===== src/rtl/multi_channel_pulse_scheduler.sv =====
// Multi-channel pulse scheduler: per-channel descriptor FIFOs released on a shared 32-bit timebase.
// Optional macro PULSE_SCHED_LATE_DROP_EN: late heads are discarded instead of being issued.
module multi_channel_pulse_scheduler #(
    parameter int NUM_CH  = 4,
    parameter int DEPTH   = 8,
    parameter int FREQ_W  = 32,
    parameter int PHASE_W = 16,
    parameter int AMP_W   = 16,
    parameter int ENV_W   = 10,
    parameter int TLEN_W  = 16
) (
    input  logic                        clk,
    input  logic                        rst_n,
    input  logic                        s_valid,
    output logic                        s_ready,
    input  logic [$clog2(NUM_CH):0]     s_ch,
    input  logic [FREQ_W-1:0]           s_freq,
    input  logic [PHASE_W-1:0]          s_phase,
    input  logic [AMP_W-1:0]            s_amp,
    input  logic [ENV_W-1:0]            s_env,
    input  logic [31:0]                 s_tstart,
    input  logic [TLEN_W-1:0]           s_tlen,
    output logic [31:0]                 counter,
    output logic [NUM_CH-1:0]           ch_valid,
    input  logic [NUM_CH-1:0]           ch_ready,
    output logic [NUM_CH*FREQ_W-1:0]    ch_freq,
    output logic [NUM_CH*PHASE_W-1:0]   ch_phase,
    output logic [NUM_CH*AMP_W-1:0]     ch_amp,
    output logic [NUM_CH*ENV_W-1:0]     ch_env,
    output logic [NUM_CH*TLEN_W-1:0]    ch_tlen,
    output logic [NUM_CH-1:0]           ch_busy,
    output logic [NUM_CH-1:0]           ch_full,
    output logic [NUM_CH-1:0]           ch_empty,
    output logic [NUM_CH-1:0]           late_pulse,
    output logic                        bad_ch
);
    localparam int CH_W  = $clog2(NUM_CH) + 1;
    localparam int PTR_W = $clog2(DEPTH);
    localparam int CNT_W = PTR_W + 1;

    typedef struct packed {
        logic [FREQ_W-1:0]  freq;
        logic [PHASE_W-1:0] phase;
        logic [AMP_W-1:0]   amp;
        logic [ENV_W-1:0]   env;
        logic [31:0]        tstart;
        logic [TLEN_W-1:0]  tlen;
    } desc_t;

    typedef enum logic [1:0] {ST_IDLE, ST_WAIT, ST_ISSUE, ST_PLAY} state_t;

    logic [31:0]        r_counter;
    desc_t              r_mem [NUM_CH][DEPTH];
    logic [PTR_W-1:0]   r_wr [NUM_CH];
    logic [PTR_W-1:0]   r_rd [NUM_CH];
    logic [CNT_W-1:0]   r_cnt [NUM_CH];
    logic [TLEN_W-1:0]  r_play [NUM_CH];
    state_t             r_state [NUM_CH];
    state_t             w_state_next [NUM_CH];
    logic [NUM_CH-1:0]  r_late;
    logic               r_bad;
    logic [NUM_CH*FREQ_W-1:0]  r_ch_freq;
    logic [NUM_CH*PHASE_W-1:0] r_ch_phase;
    logic [NUM_CH*AMP_W-1:0]   r_ch_amp;
    logic [NUM_CH*ENV_W-1:0]   r_ch_env;
    logic [NUM_CH*TLEN_W-1:0]  r_ch_tlen;

    desc_t              w_in;
    desc_t              w_head [NUM_CH];
    logic [31:0]        w_d [NUM_CH];
    logic [NUM_CH-1:0]  w_full, w_empty, w_late, w_ontime;
    logic [NUM_CH-1:0]  w_push, w_pop, w_load, w_late_set;
    logic               w_ch_ok, w_sel_full, w_more;

    // Head-of-queue status; d = t_start - counter in modular arithmetic keeps the compare wrap-safe.
    always_comb begin
        for (int c = 0; c < NUM_CH; c++) begin
            w_full[c]   = (r_cnt[c] == CNT_W'(DEPTH));
            w_empty[c]  = (r_cnt[c] == '0);
            w_head[c]   = r_mem[c][r_rd[c]];
            w_d[c]      = w_head[c].tstart - r_counter;
            w_late[c]   = w_d[c][31] || (w_d[c] == 32'd0);
            w_ontime[c] = (w_d[c] == 32'd1);
        end
    end

    always_comb begin
        w_in       = {s_freq, s_phase, s_amp, s_env, s_tstart, s_tlen};
        w_ch_ok    = (s_ch < CH_W'(NUM_CH));
        w_sel_full = 1'b0;
        for (int c = 0; c < NUM_CH; c++)
            if (s_ch == CH_W'(c)) w_sel_full = w_full[c];
        s_ready = !w_ch_ok || !w_sel_full;
        for (int c = 0; c < NUM_CH; c++)
            w_push[c] = s_valid && s_ready && (s_ch == CH_W'(c));
    end

    // NOTE: every signal driven here gets a default before the case, so no path can infer a latch.
    always_comb begin
        w_pop      = '0;
        w_load     = '0;
        w_late_set = '0;
        w_more     = 1'b0;
        for (int c = 0; c < NUM_CH; c++) begin
            w_state_next[c] = r_state[c];
            w_more = (r_cnt[c] != CNT_W'(1)) || w_push[c];
            case (r_state[c])
                ST_IDLE:
                    if (!w_empty[c]) w_state_next[c] = ST_WAIT;
                ST_WAIT:
                    if (w_late[c]) begin
                        w_late_set[c] = 1'b1;
`ifdef PULSE_SCHED_LATE_DROP_EN
                        w_pop[c]        = 1'b1;
                        w_state_next[c] = w_more ? ST_WAIT : ST_IDLE;
`else
                        w_load[c]       = 1'b1;
                        w_state_next[c] = ST_ISSUE;
`endif
                    end else if (w_ontime[c]) begin
                        w_load[c]       = 1'b1;
                        w_state_next[c] = ST_ISSUE;
                    end
                ST_ISSUE:
                    if (ch_ready[c]) begin
                        w_pop[c] = 1'b1;
                        if (w_head[c].tlen != '0) w_state_next[c] = ST_PLAY;
                        else                      w_state_next[c] = w_more ? ST_WAIT : ST_IDLE;
                    end
                ST_PLAY:
                    if (r_play[c] == TLEN_W'(1)) w_state_next[c] = w_empty[c] ? ST_IDLE : ST_WAIT;
                default:
                    w_state_next[c] = ST_IDLE;
            endcase
        end
    end

    // NOTE: state registers use non-blocking assignments so every channel samples pre-edge values.
    always_ff @(posedge clk or negedge rst_n) begin
        if (!rst_n) begin
            r_counter  <= '0;
            r_late     <= '0;
            r_bad      <= 1'b0;
            r_ch_freq  <= '0;
            r_ch_phase <= '0;
            r_ch_amp   <= '0;
            r_ch_env   <= '0;
            r_ch_tlen  <= '0;
            for (int c = 0; c < NUM_CH; c++) begin
                r_state[c] <= ST_IDLE;
                r_wr[c]    <= '0;
                r_rd[c]    <= '0;
                r_cnt[c]   <= '0;
                r_play[c]  <= '0;
            end
        end else begin
            r_counter <= r_counter + 32'd1;
            r_late    <= w_late_set;
            r_bad     <= s_valid && !w_ch_ok;
            for (int c = 0; c < NUM_CH; c++) begin
                r_state[c] <= w_state_next[c];
                if (w_push[c]) r_wr[c] <= r_wr[c] + PTR_W'(1);
                if (w_pop[c])  r_rd[c] <= r_rd[c] + PTR_W'(1);
                r_cnt[c] <= r_cnt[c] + CNT_W'(w_push[c]) - CNT_W'(w_pop[c]);
                if (w_load[c]) begin
                    r_ch_freq[c*FREQ_W +: FREQ_W]    <= w_head[c].freq;
                    r_ch_phase[c*PHASE_W +: PHASE_W] <= w_head[c].phase;
                    r_ch_amp[c*AMP_W +: AMP_W]       <= w_head[c].amp;
                    r_ch_env[c*ENV_W +: ENV_W]       <= w_head[c].env;
                    r_ch_tlen[c*TLEN_W +: TLEN_W]    <= w_head[c].tlen;
                end
                if (r_state[c] == ST_ISSUE && ch_ready[c]) r_play[c] <= w_head[c].tlen;
                else if (r_state[c] == ST_PLAY)            r_play[c] <= r_play[c] - TLEN_W'(1);
            end
        end
    end

    // NOTE: descriptor storage has no reset; r_cnt gates every read, so stale entries are never observed.
    always_ff @(posedge clk) begin
        for (int c = 0; c < NUM_CH; c++)
            if (w_push[c]) r_mem[c][r_wr[c]] <= w_in;
    end

    always_comb begin
        for (int c = 0; c < NUM_CH; c++) begin
            ch_valid[c] = (r_state[c] == ST_ISSUE);
            ch_busy[c]  = (r_state[c] == ST_PLAY);
        end
    end

    assign counter    = r_counter;
    assign ch_full    = w_full;
    assign ch_empty   = w_empty;
    assign late_pulse = r_late;
    assign bad_ch     = r_bad;
    assign ch_freq    = r_ch_freq;
    assign ch_phase   = r_ch_phase;
    assign ch_amp     = r_ch_amp;
    assign ch_env     = r_ch_env;
    assign ch_tlen    = r_ch_tlen;

endmodule

===== config.mk =====
export PLATFORM = sky130hd
export DESIGN_NAME = multi_channel_pulse_scheduler
export DESIGN_NICKNAME = d
export VERILOG_FILES = /design/src/rtl/multi_channel_pulse_scheduler.sv
export SDC_FILE = /design/constraint.sdc
export NUM_CORES = 2
export LEC_CHECK = 0
export BUFFER_PORTS_ARGS = -buffer_cell sky130_fd_sc_hd__buf_2
export CELL_PAD_IN_SITES_DETAIL_PLACEMENT = 1
export CELL_PAD_IN_SITES_GLOBAL_PLACEMENT = 2
export CORE_MARGIN = 4
export CORE_UTILIZATION = 50
export CTS_BUF_LIST = sky130_fd_sc_hd__clkbuf_8
export DETAILED_ROUTE_END_ITERATION = 16
export PLACE_DENSITY_LB_ADDON = 0.1
export SYNTH_ARGS = -nofsm -noshare
export SYNTH_HDL_FRONTEND = slang
export SYNTH_SLANG_ARGS = --single-unit

===== constraint.sdc =====
create_clock -name clk -period 21.1 [get_ports clk]
set_clock_uncertainty 0.1 [all_clocks]
set_input_delay 1.055 -clock clk [delete_from_list [all_inputs] [get_ports clk]]
set_output_delay 1.055 -clock clk [all_outputs]
set_load 0.02 [all_outputs]

==> impl.org <==
** Outcome
- The run finished with clean final reports.

** Detailed routing
- After detailed routing, the number of vias per cell comes to 6.29.
- Mean routed wirelength per cell :: 32.7 um
- Residual antenna-violating net count after detailed routing :: 0
- Wire length reported by the detailed router :: 529,000 um
- DRT Pass-1 Iters :: 7
- Vias :: 102k
- Number of DRC violations after detailed routing :: 0
- The first routing iteration left 9,745 violations.

** Power and ir drop
- In this run the power density over the cells is 129 nW/um^2.
- In this run the static leakage power is 0.0685 uW.
- Portion of total power attributed to the clock network :: 26.9%
- In this run, flip-flops and latches consume 40.2% of the power.
- Across the VDD grid, the largest voltage drop is 0.183 mV.
- Overall power consumption :: 26,300 uW
- In this run the power spent charging and discharging nets is 9290 uW.
- The internal portion of the total power is 17,000 uW.
- Proportion of power drawn by combinational gates :: 32.9%
- Net Sw Frac :: 35.4%

** Global routing
- Pin count of the biggest net entering global routing :: 115
- The first global-routing pass estimated 769,000 um of wire.
- Global routing used 28.1% of the available tracks across all layers.
- The number of antenna violations at the first check in global routing was 43.
- Number of global-route vias before repair :: 109k
- Final global-route overflow total :: 0

** Worst setup path
- In this run the worst path has a maximum fanout of 58.
- Data arrives at the worst endpoint at 9.76 ns.
- The cell family contributing the most delay on the critical path is buffers and inverters.
- Walking the worst path, the cells encountered are buf_4, buf_4, mux4_2, mux2_2, ha_1, and3_1, nand2_1, a21oi_1, o21ai_0, a2111oi_0, nand4b_1, or4_1, or4_1, a21oi_4, buf_4, buf_4, mux2_2.
- By startpoint and endpoint, the worst setup path is classified as flop to flop.
- The slowest stage of the critical path is the buf_4 cell.
- Startpoint types :: flop
- Type of element capturing the critical path :: flop
- Cell seen most often among critical-path stages :: buf_4
- The number of buffers and inverters on the critical path is 4.
- STA puts the critical path data required time at 22.06 ns.
- Delay of the slowest cell on the worst path :: 0.81 ns

** Clock network
- TritonCTS built the clock tree.
- Clk root buf :: clkbuf_8
- CTS buffer count :: 711
- The clock net in this run drives a total of 4,413 sinks.
- After clock tree synthesis, the clock-pin slew on the worst setup and hold paths is 0.06 ns.
- For the worst-skew pair, the clock arrives at the later sink with an insertion delay of 1.22 ns.
- Max H-tree Level :: 6
- The longest clock path from root to sink contains 4 buffers.

** Die
- Initial Util :: 50.2%
- Die width :: 611 um
- # rows :: 221
- The total area inside the core boundary comes to 362,000 um^2.
- Number of top-level pins :: 546
- The floorplan step defined a die boundary enclosing 373,000 um^2.
- The die is 611 um tall.

** Synthesis
- For this run, the number of Yosys warnings is 0.
- Sequential elements use 71.5% of the synthesized area.
- Total nets after synthesis :: 10.2k
- In the synthesized netlist the async set-or-reset flop fraction comes to 11.5%.
- Mean instance size in the synthesized netlist :: 18.3 um^2
- Number of distinct library cell variants in the gate-level netlist after synthesis :: 81
- Synthesis inferred 4,413 register bits.
- Portion of synthesized cell area occupied by the leading cell type :: 64.5%
- The most used flip-flop cell after synthesis is edfxtp_1.
- Synthesis produced a netlist whose cell count is 9,917.
- Number of enable flip-flop cells after synthesis :: 3,904
- Most area-hungry cell type in the Yosys netlist :: edfxtp_1
- Synth Cell Area :: 182,000 um^2
- Leading post-synthesis cells by cell area :: edfxtp_1, mux4_2, dfrtp_1, mux2_2, ha_1

** STA
- Setup-failing EPs final :: 0
- Sum Neg Setup Slack :: 0 ns
- Hold Vio Cnt, Final :: 0
- Post-layout minimum cycle time :: 8.80 ns
- Static timing analysis puts the maximum clock frequency at 0.114 GHz.
- Slew HR :: 9.15%
- Slew at the pin with the worst max-slew slack :: 1.36 ns
- The number of max-slew violations in the final report is 0.
- Final cycle utilization of the critical path :: 41.7%
- Setup repair after global routing left no endpoint under its margin.

** Cells and area
- Most common library cell in the layout ignoring fill and taps :: edfxtp_1
- Area delta synth->final :: 12.2%
- Number of nets in the layout :: 11.1k
- Post-route cell area :: 204,000 um^2
- Finished Core Util :: 56.3%
- Leading cell types in the layout, fill and taps excluded :: edfxtp_1, mux4_2, clkbuf_8
- The post-route netlist has 26.9% of its cells at a drive strength greater than 1.

** Hold path
- Hold/Removal Path Class :: input pin to flop

** Place
- The wire-length estimate of the detail-placed layout is 323,000 um.
- Count of input and output buffers :: 545
- At the end of routability-driven placement, the weighted congestion stood at 0.861.
- Placed cell area :: 190,000 um^2

** Job
- Across the run, the number of max-cap violations was 0.
through the flow:
| stage | instances | worst slack, ns | hold slack (ns) |
|---|---|---|---|
| global placement | 14900 | 12.39 | 0.365 |
| CTS | 16200 | 12.26 | 0.0971 |
| global route | 16200 | 12.07 | 0.185 |
| detailed placement | 14900 | 12.32 | 0.369 |
| floorplan | 9917 | 5.40 | 0.351 |
| finish | 16200 | 12.30 | 0.260 |
power by group through the flow:
stage | Clock, uW | Sequential [uW] | Combinational [uW]
5_1_grt | 7670 | 10600 | 9260
6_report | 7070 | 10500 | 8630
2_1_floorplan | 0 | 10800 | 5610
3_3_place_gp | 0 | 10700 | 8470
3_5_place_dp | 0 | 10700 | 8650
4_1_cts | 7240 | 10500 | 8690
flip-flops by register name, indices dropped and copies added (netlist names), 12 cells and up:
signal / count
counter: 32
ch_tlen: 64
r_mem: 3904
ch_env: 40
r_rd: 12
r_wr: 12
r_play: 64
ch_freq: 128
ch_phase: 64
r_cnt: 16
ch_amp: 64
cell usage after synthesis (all sizes together), types with 38 or more instances:
library cell,number
a22oi,84
dfrtp,509
nor3,84
mux4,977
clkbuf,455
mux2,357
nor2,309
nand4,54
o31a,87
o21ai,125
and2,121
inv,152
a21oi,154
nor2b,104
buf,143
xnor2,86
nand2,317
o211ai,45
and3,114
or3,124
xor2,38
a32oi,173
ha,169
a211oi,208
edfxtp,3904
nand3,390
mux2i,168
a21o,50
final timing paths:
check,from,end,slack [ns],depth (start not counted)
worst min register to register,ch_env[4],ch_env[4],0.38,1
max in group asynchronous,rst_n,ch_freq[11],17.96,5
worst max-delay path,r_rd[10],ch_freq[16],12.30,17
worst max register to register,r_rd[10],ch_freq[16],12.30,17
min in group asynchronous,rst_n,ch_env[7],0.33,2
worst min-delay path,ch_ready[0],r_state[6],0.26,4
area by class of cell:
cell class              instances  area, um^2
diodes                         11        27.5
clock buffers                 771       10600
clock inverters               546        2970
fillers                     32400      158000
inverters                     153         574
multi-input cells            4753       49100
flip-flops and latches       4413      130000
well taps                    4794        6000
repair buffers                761        4550
cells by family after synthesis:
group / synth area share [%]
fa+ha+maj: 1.25
compound gates: 4.65
flops: 71.5
buf+inv: 1.59
mux: 15.2
xor+xnor: 0.598
simple gates: 5.12
worst reg2reg max path: cells and delay by family (launching register included):
kind,cells,cell delay (ns)
multiplexers,3,1.29
AO/OA/AOI/OAI,4,1.89
flip-flops,1,0.65
buffers and inverters,4,2.73
AND/OR/NAND/NOR,5,1.61
adder cells (fa/ha/maj),1,0.43
per-layer routing:
metal	global-route usage (%)	up-vias	routed length, um
li1	-	42400	-
met1	38.7	55100	217000
met2	46.3	3668	260000
met3	4.47	812	33600
met4	9.30	6	18100
met5	0	-	34
what timing repair did:
| action | 4_1_cts | 5_1_grt |
|---|---|---|
| endpoints found under the hold margin | 62 | 0 |
| hold buffers | 3 | 0 |
| resized for setup | 0 | 0 |
| setup buffers | 0 | 0 |
(Power assumes the default switching activity.)
